[src/rtl/da_pkg.sv]
// da_pkg: shared state encoding and elaboration-time helpers for the DA FIR filter
package da_pkg;
  typedef enum logic {IDLE, CALC} state_t;
  localparam int COEF_MAX = 512;
  function automatic int clog2(input int v);
    int r;
    for (r = 0; (1 << r) < v; r++) ;
    return r;
  endfunction
  function automatic longint lut_entry(input logic [COEF_MAX-1:0] coefs, input int taps, input int coef_w, input int addr);
    longint s = 0;
    for (int i = 0; i < taps; i++) begin
      longint c = 0;
      for (int j = 0; j < coef_w; j++) c[j] = coefs[i*coef_w+j];
      if (c[coef_w-1]) c -= longint'(1) << coef_w;
      if (addr[i]) s += c;
    end
    return s;
  endfunction
endpackage

[src/rtl/da_lut.sv]
// da_lut: combinational partial-sum ROM, entry a = sum of coefficients selected by bits of a
module da_lut import da_pkg::*; #(
  parameter int TAPS = 7,
  parameter int COEF_W = 8,
  parameter logic [TAPS*COEF_W-1:0] COEFS = '0,
  localparam int LUT_W = COEF_W + clog2(TAPS)
) (
  input  logic [TAPS-1:0]         addr,
  output logic signed [LUT_W-1:0] psum
);
  logic signed [LUT_W-1:0] rom [2**TAPS];
  for (genvar a = 0; a < 2**TAPS; a++) begin : g_rom
    assign rom[a] = LUT_W'(lut_entry(COEF_MAX'(COEFS), TAPS, COEF_W, a));
  end
  assign psum = rom[addr];
endmodule

[src/rtl/da_fir_serial.sv]
// da_fir_serial: bit-serial distributed-arithmetic FIR, one result per DATA_W+1 cycles
module da_fir_serial import da_pkg::*; #(
  parameter int TAPS = 7,
  parameter int DATA_W = 8,
  parameter int COEF_W = 8,
  parameter logic [TAPS*COEF_W-1:0] COEFS = {8'sd1, 8'sd2, 8'sd3, 8'sd4, 8'sd3, 8'sd2, 8'sd1},
  localparam int OUT_W = DATA_W + COEF_W + clog2(TAPS)
) (
  input  logic                    clk,
  input  logic                    rst,
  input  logic                    clr,
  input  logic [DATA_W-1:0]       x_in,
  input  logic                    in_valid,
  output logic                    in_ready,
  output logic signed [OUT_W-1:0] y_out,
  output logic                    out_valid
);
  localparam int LUT_W = COEF_W + clog2(TAPS);
  localparam int BW = clog2(DATA_W) < 1 ? 1 : clog2(DATA_W);
  state_t state, state_n;
  logic [DATA_W-1:0] dl [TAPS];
  logic [TAPS-1:0] addr;
  logic signed [LUT_W-1:0] psum;
  logic signed [OUT_W-1:0] acc, acc_n, term;
  logic [BW-1:0] bit_cnt;
  logic last;
  for (genvar t = 0; t < TAPS; t++) begin : g_addr
    assign addr[t] = dl[t][bit_cnt];
  end
  da_lut #(.TAPS(TAPS), .COEF_W(COEF_W), .COEFS(COEFS)) u_lut (.addr(addr), .psum(psum));
  // sign bit of two's complement carries negative weight, hence the subtraction on the last bit
  always_comb begin
    last = bit_cnt == BW'(DATA_W - 1);
    term = OUT_W'(psum) <<< bit_cnt;
    acc_n = last ? acc - term : acc + term;
    in_ready = state == IDLE;
    state_n = state == IDLE ? (in_valid ? CALC : IDLE) : (last ? IDLE : CALC);
  end
  always_ff @(posedge clk)
    state <= (!rst || clr) ? IDLE : state_n;
  always_ff @(posedge clk) begin
    if (!rst) begin
      dl <= '{default: '0};
      acc <= '0;
      bit_cnt <= '0;
      y_out <= '0;
      out_valid <= 1'b0;
    end else if (clr) begin
      dl <= '{default: '0};
      acc <= '0;
      bit_cnt <= '0;
      out_valid <= 1'b0;
    end else begin
      out_valid <= 1'b0;
      if (state == IDLE) begin
        if (in_valid) begin
          dl[0] <= x_in;
          for (int i = 1; i < TAPS; i++) dl[i] <= dl[i-1];
          acc <= '0;
          bit_cnt <= '0;
        end
      end else begin
        acc <= acc_n;
        bit_cnt <= bit_cnt + 1'b1;
        if (last) begin
          y_out <= acc_n;
          out_valid <= 1'b1;
        end
      end
    end
  end
endmodule

[config.mk]
export PLATFORM = sky130hd
export DESIGN_NAME = da_fir_serial
export DESIGN_NICKNAME = d
export VERILOG_FILES = /design/src/rtl/da_pkg.sv /design/src/rtl/da_lut.sv /design/src/rtl/da_fir_serial.sv
export SDC_FILE = /design/constraint.sdc
export NUM_CORES = 1
export LEC_CHECK = 0
export ABC_AREA = 1
export CAP_MARGIN = 10
export CELL_PAD_IN_SITES_DETAIL_PLACEMENT = 1
export CELL_PAD_IN_SITES_GLOBAL_PLACEMENT = 1
export CORE_MARGIN = 5
export CORE_UTILIZATION = 44
export DETAILED_ROUTE_END_ITERATION = 10
export PLACE_DENSITY = 0.91
export SYNTH_ARGS = -nofsm -noshare
export SYNTH_HDL_FRONTEND = slang
export SYNTH_SLANG_ARGS = --single-unit
[constraint.sdc]
create_clock -name clk -period 6.3 [get_ports clk]
set_input_delay 0.945 -clock clk [delete_from_list [all_inputs] [get_ports clk]]
set_output_delay 0.945 -clock clk [all_outputs]
set_load 0.005 [all_outputs]
* Yosys cells after proc, flatten, opt, wreduce, memory -nomap -nowiden *
Memory sizes are Yosys's and may differ from the RTL's.
Cells that the tools add are included.

operators by class
  eq/ne operators = 1
  add/sub/neg operators = 3
  order comparisons = 2
  muxes and demuxes = 25
  shift operators = 1
  reduce and logical (&&, ||, !) cells = 7
  bitwise gates (word level) = 4

operator list
  kind                                                                   count
  19-bit 2-to-1 mux                                                      3
  11-bit 2-to-1 mux                                                      2
  1-bit binary-select mux with 3-bit select                              7
  19-bit adder                                                           1
  11-bit by 3-bit <<< shifter with 19-bit output                         1
  19-bit subtractor                                                      1
  1-bit 2-to-1 mux                                                       11
  8-bit >= comparator (second input constant)                            1
  7-bit NOT with 8-bit output                                            1
  3-bit 2-to-1 mux                                                       2
  3-bit by 4-bit < comparator with 1-bit output (second input constant)  1
  3-bit by 1-bit adder with 3-bit output (second input constant)         1
  3-bit equality test (second input constant)                            1
  1-bit NOT                                                              3
  3-bit AND reduction                                                    1
  3-bit OR reduction                                                     1
  2-bit AND reduction                                                    1
  2-bit nonzero test                                                     1
  2-bit OR reduction                                                     1
  1-bit logical NOT                                                      1
  1-bit logical OR                                                       1

word-level totals
  word-level logic and storage cells = 56
  memory bits (read-only) = 1408
  bits of input ports = 12
  memories = 1
  output and inout port bits = 21
  register bits after elaboration = 99

memory list
  name              words  bits a word  rd ports  clocked after Yosys merged registers in  wr ports  line          RTL
  (name not given)  128    11           1         0                                        0         da_lut.sv:15  assign psum = rom[addr];

* Depth between registers and ports, before layout *
Gate-level depths: netlist of run 1.

  depth after elaboration = 10
  depth in mapped cells = 42

* By module *
Synthesis of run 1 repeated with hierarchy kept, for this count alone.

unflattened totals
  cells, all modules = 987
  area total of the unflattened synthesis = 6413.7 sq um

by module, submodules not included
  module         cells each  instances  area each (sq um)
  da_fir_serial  876         1          5831.8
  da_lut         111         1          581.8

* Worst setup path after synthesis of run 1 *
No wires, ideal clock.

  kind = register -> register
  start point = reg bit_cnt[0]
  end point = reg acc[17]
  setup slack = 1.448 ns
  stages on the path, launching flop included = 41
  required time = 6.230 ns
  data arrival time = 4.782 ns
  period minus slack after synthesis = 4.852 ns
  path through = dfxtp_1 > buf_6 > buf_8 > nor2_1 > nor2_1 > o21ai_1 > nand2_1 > inv_1 > o21ai_2 > inv_1 > ha_1 > nand2_1 > nand2_1 > o21ai_2 > nand2_1 > nand2_1 > nand3_1 > nand2_1 > [... 5 more ...] > nand2_1 > xor2_1 > inv_1 > ha_1 > a21oi_1 > nand2_1 > a21oi_1 > o21ai_1 > a21boi_0 > o21ai_0 > a21boi_1 > o21ai_0 > a21oi_1 > nor2_1 > nor2_1 > xor2_1 > nand2_1 > a21oi_1

on the way
  cells in the longest elaborated chain, start to end = 10
  elaborated cells on any way between the ends = 24
  those cells by class = add/sub (2); eq/ne (1); shift (1); mux (18); bitwise (1); memory (1)

RTL lines
  what                                                      line                 RTL
  start, declared                                           da_fir_serial.sv:25  logic [BW-1:0] bit_cnt;
  start signal, assigned                                    da_fir_serial.sv:64  bit_cnt <= bit_cnt + 1'b1;
  1-bit binary-select mux with 3-bit select                 da_fir_serial.sv:28  assign addr[t] = dl[t][bit_cnt];
  1-bit 2-to-1 mux (not written as such)                    da_fir_serial.sv:28
  7-bit NOT with 8-bit output (not written as such)         da_lut.sv:15
  memory read 128 x 11 bit                                  n/a
  11-bit 2-to-1 mux (not written as such) (2 in a row)      da_lut.sv:15
  11-bit by 3-bit <<< shifter with 19-bit output            da_fir_serial.sv:34  term = OUT_W'(psum) <<< bit_cnt;
  19-bit adder / 19-bit subtractor (equally long branches)  da_fir_serial.sv:35  acc_n = last ? acc - term : acc + term;
  19-bit 2-to-1 mux *                                       da_fir_serial.sv:35
  19-bit 2-to-1 mux *                                       da_fir_serial.sv:55  if (state == IDLE) begin
  end signal, assigned                                      da_fir_serial.sv:63  acc <= acc_n;
  end, declared                                             da_fir_serial.sv:24  logic signed [OUT_W-1:0] acc, acc_n, term;

Mark *: on every way between the ends. The rest lies on a longest branch, timed or not. The select of a mux whose other input is x is not followed.
A chain may end at the register's enable or synchronous reset.

* Worst setup path in the final report of run 1 *
Same ends and word-level chain as after synthesis.

==> results of run 1 <==
power by group:
group,total [uW],internal [uW],switching [uW],leakage (uW)
Sequential,657,643,14.1,0.000804
Combinational,425,148,277,0.00211
Clock,587,316,271,0.000151
Total,1670,1110,562,0.00307
area by class of cell:
| cell class | instances | area share, % |
|---|---|---|
| multi-input combinational | 667 | 51.7 |
| sequential | 99 | 29.4 |
| timing repair buffer | 45 | 6.24 |
| inverter | 85 | 4.84 |
| clock buffer | 9 | 3.34 |
| tap | 180 | 3.34 |
| clock inverter | 6 | 1.20 |
routing by layer:
layer	up-vias	global-route usage [%]
met3	39	3.68
li1	2927	-
met1	2920	29.3
met2	128	37.7
met5	-	0
met4	0	8.14
through the flow:
stage	area [um2]	TNS [ns]	instances	hold WS, ns	setup slack [ns]
floorplan	6070	0	898	0.441	1.45
global placement	6430	0	1075	0.453	0.679
detailed placement	6430	0	1075	0.464	0.411
CTS	6740	0	1090	0.476	0.297
global route	6750	-0.215	1091	0.490	-0.160
finish	6750	0	1091	0.473	0.475
sequential cells by signal (all words and copies together), names as in the netlist:
name	cells
bit_cnt	3
acc	19
y_out	19
state	1
dl	56
out_valid	1
critical path: cells and delay by family, from the launching register on:
family | cells | cell delay [ns]
AOI/OAI and AO/OA | 12 | 2.04
xor gates and xnor gates | 2 | 0.39
adders and majority gates | 3 | 0.88
buffers and inverters | 5 | 0.48
DFF | 1 | 0.42
and+or+nand+nor | 18 | 1.55
cell usage after synthesis, types with 15 or more instances:
master / n / area, um2
nor2_1: 120 / 450
nand3_2: 15 / 150
ha_1: 25 / 313
a21oi_1: 73 / 365
xor2_1: 19 / 166
o21ai_0: 87 / 435
dfxtp_1: 99 / 1980
nand2_2: 24 / 150
clkbuf_1: 26 / 97.6
inv_1: 76 / 285
nand3_1: 64 / 320
nand2_1: 187 / 702
cells by family after synthesis:
logic type	Yosys count	synth area share [%]
AND/OR/NAND/NOR	428	31.6
AO/OA/AOI/OAI	184	16.0
buffers and inverters	132	10.0
flip-flops	99	32.7
XOR/XNOR	29	4.19
adder cells (fa/ha/maj)	26	5.49
path summary, 6_finish.rpt:
kind | startpoint | to | slack, ns | cells past startpoint
max reg2reg | bit_cnt[0] | acc[17] | 0.48 | 40
min | dl[32] | dl[24] | 0.47 | 2
min reg2reg | dl[32] | dl[24] | 0.47 | 2
max | bit_cnt[0] | acc[17] | 0.48 | 40
what timing repair did:
| action | 4_1_cts | 5_1_grt |
|---|---|---|
| gates resized for setup | 0 | 8 |
| setup endpoints to repair | 0 | 8 |
| setup buffers | 0 | 1 |
==> flow_summary.yaml, run 1 <==
logic_synthesis:
  postSynth.asyncResetShare_pct: 0
  yosys_most_used_dff: "dfxtp_1"
  synth_edf_count: 0
  syn-instance-count: 898
  syn-num-nets: 936
  syn_area_per_cell_um2: 6.75
  synth_area_um2: 6070
  ys_ff_latch: 99
  ys_seq_area_share_pct: 32.7
  yosys_warnings: 0
  synthDistinctLibCells: 40
place:
  dp_hpwl_um: 12100
  finalWeightedCongestion: 0.883
  portBuffers: 32
cts:
  clk_pin_slew_ns: 0.07
  clk_latency_ns: 0.36
  root_buffer: "clkbuf_16"
  ctsHtreeMaxLevel: 3
  cts_hold_buf: 0
  cts_tree: "yes"
  cts_buffers: 9
  clockBufferDepth: 2
  cts_num_sinks: 99
status:
  status: "finished clean"
layout:
  area_growth_pct: 11.3
  num_antenna_cells: 0
  fillers: 1818
  mostFrequentLayoutCells: "nand2_1, nor2_1, dfxtp_1"
  post-route-util_pct: 49.2
  regArea_um2: 1980
  multi_input_area_um2: 3490
  final_layout_size_suffix_gt1_share_pct: 10.4
  layout.nets: 945
  layout_commonest_cell: "nand2_1"
min_path:
  hold_path_class: "reg2reg"
global_route:
  overflow: 0
  antenna_found_initial: 0
  grt_pass1_vias: 6153
  grt_max_degree: 66
  grt_pass1_wl_um: 30000
  grt_usage_pct: 22.5
floorplanning:
  dieWidth_um: 127
  coreArea_um2: 13700
  num_rows: 43
  initial_core_util_pct: 44.2
  die_area_um2: 16200
  ios: 33
  die_h_um: 127
timing:
  clock_skew_ns: 0.00880
  slew_violations: 0
  tightest_slew_ns: 1.00
  setup_viol: 0
  max_freq_ghz: 0.172
  fin_crit_sh_pct: 92.5
  relSlewSlack_pct: 33.3
  finalCriticalPeriod_ns: 5.82
  hold_viol_final: 0
critical_path:
  worstSetupPathType: "reg2reg"
  worstPathArrival_ns: 6.12
  path_common_cell: "nand2_1"
  cpMaxStageDelayCell: "dfxtp_2"
  crit_path_end_kind: "flop"
  critPathMaxStageDelay_ns: 0.42
  required_ns: 6.59
  cp-start-kind: "flop"
  crit_fanout: 18
route:
  topRoutingLayerUsed: "met4"
  wl_met2_um: 8680
  vias: 6014
  first_pass_iters: 5
  vias_per_cell: 5.51
  drt-initial-drc-count: 421
  met3_length_um: 666
  routed_wl_um: 17900
  drtAntennaViolNets: 0
  drc: 0
  post_drt_wl_per_cell_um: 16.4
  met1Wirelength_um: 8170
flow_run:
  drv_cap: 0
power:
  power_uw: 1670
  irDropWorstVdd_mv: 0.185
  p_per_area_nw_per_um2: 247
  leakage_uw: 0.00307
(Power assumes the default switching activity.)
==> run 2: changes to the inputs <==
==> constraint.sdc (replaced) <==
create_clock -name clk -period 6.3 [get_ports clk]
set_input_delay 1.26 -clock clk [delete_from_list [all_inputs] [get_ports clk]]
set_output_delay 1.26 -clock clk [all_outputs]
set_load 0.005 [all_outputs]
==> results of run 2 <==
The final DEF is identical to that of run 1; final timing and power are the same.
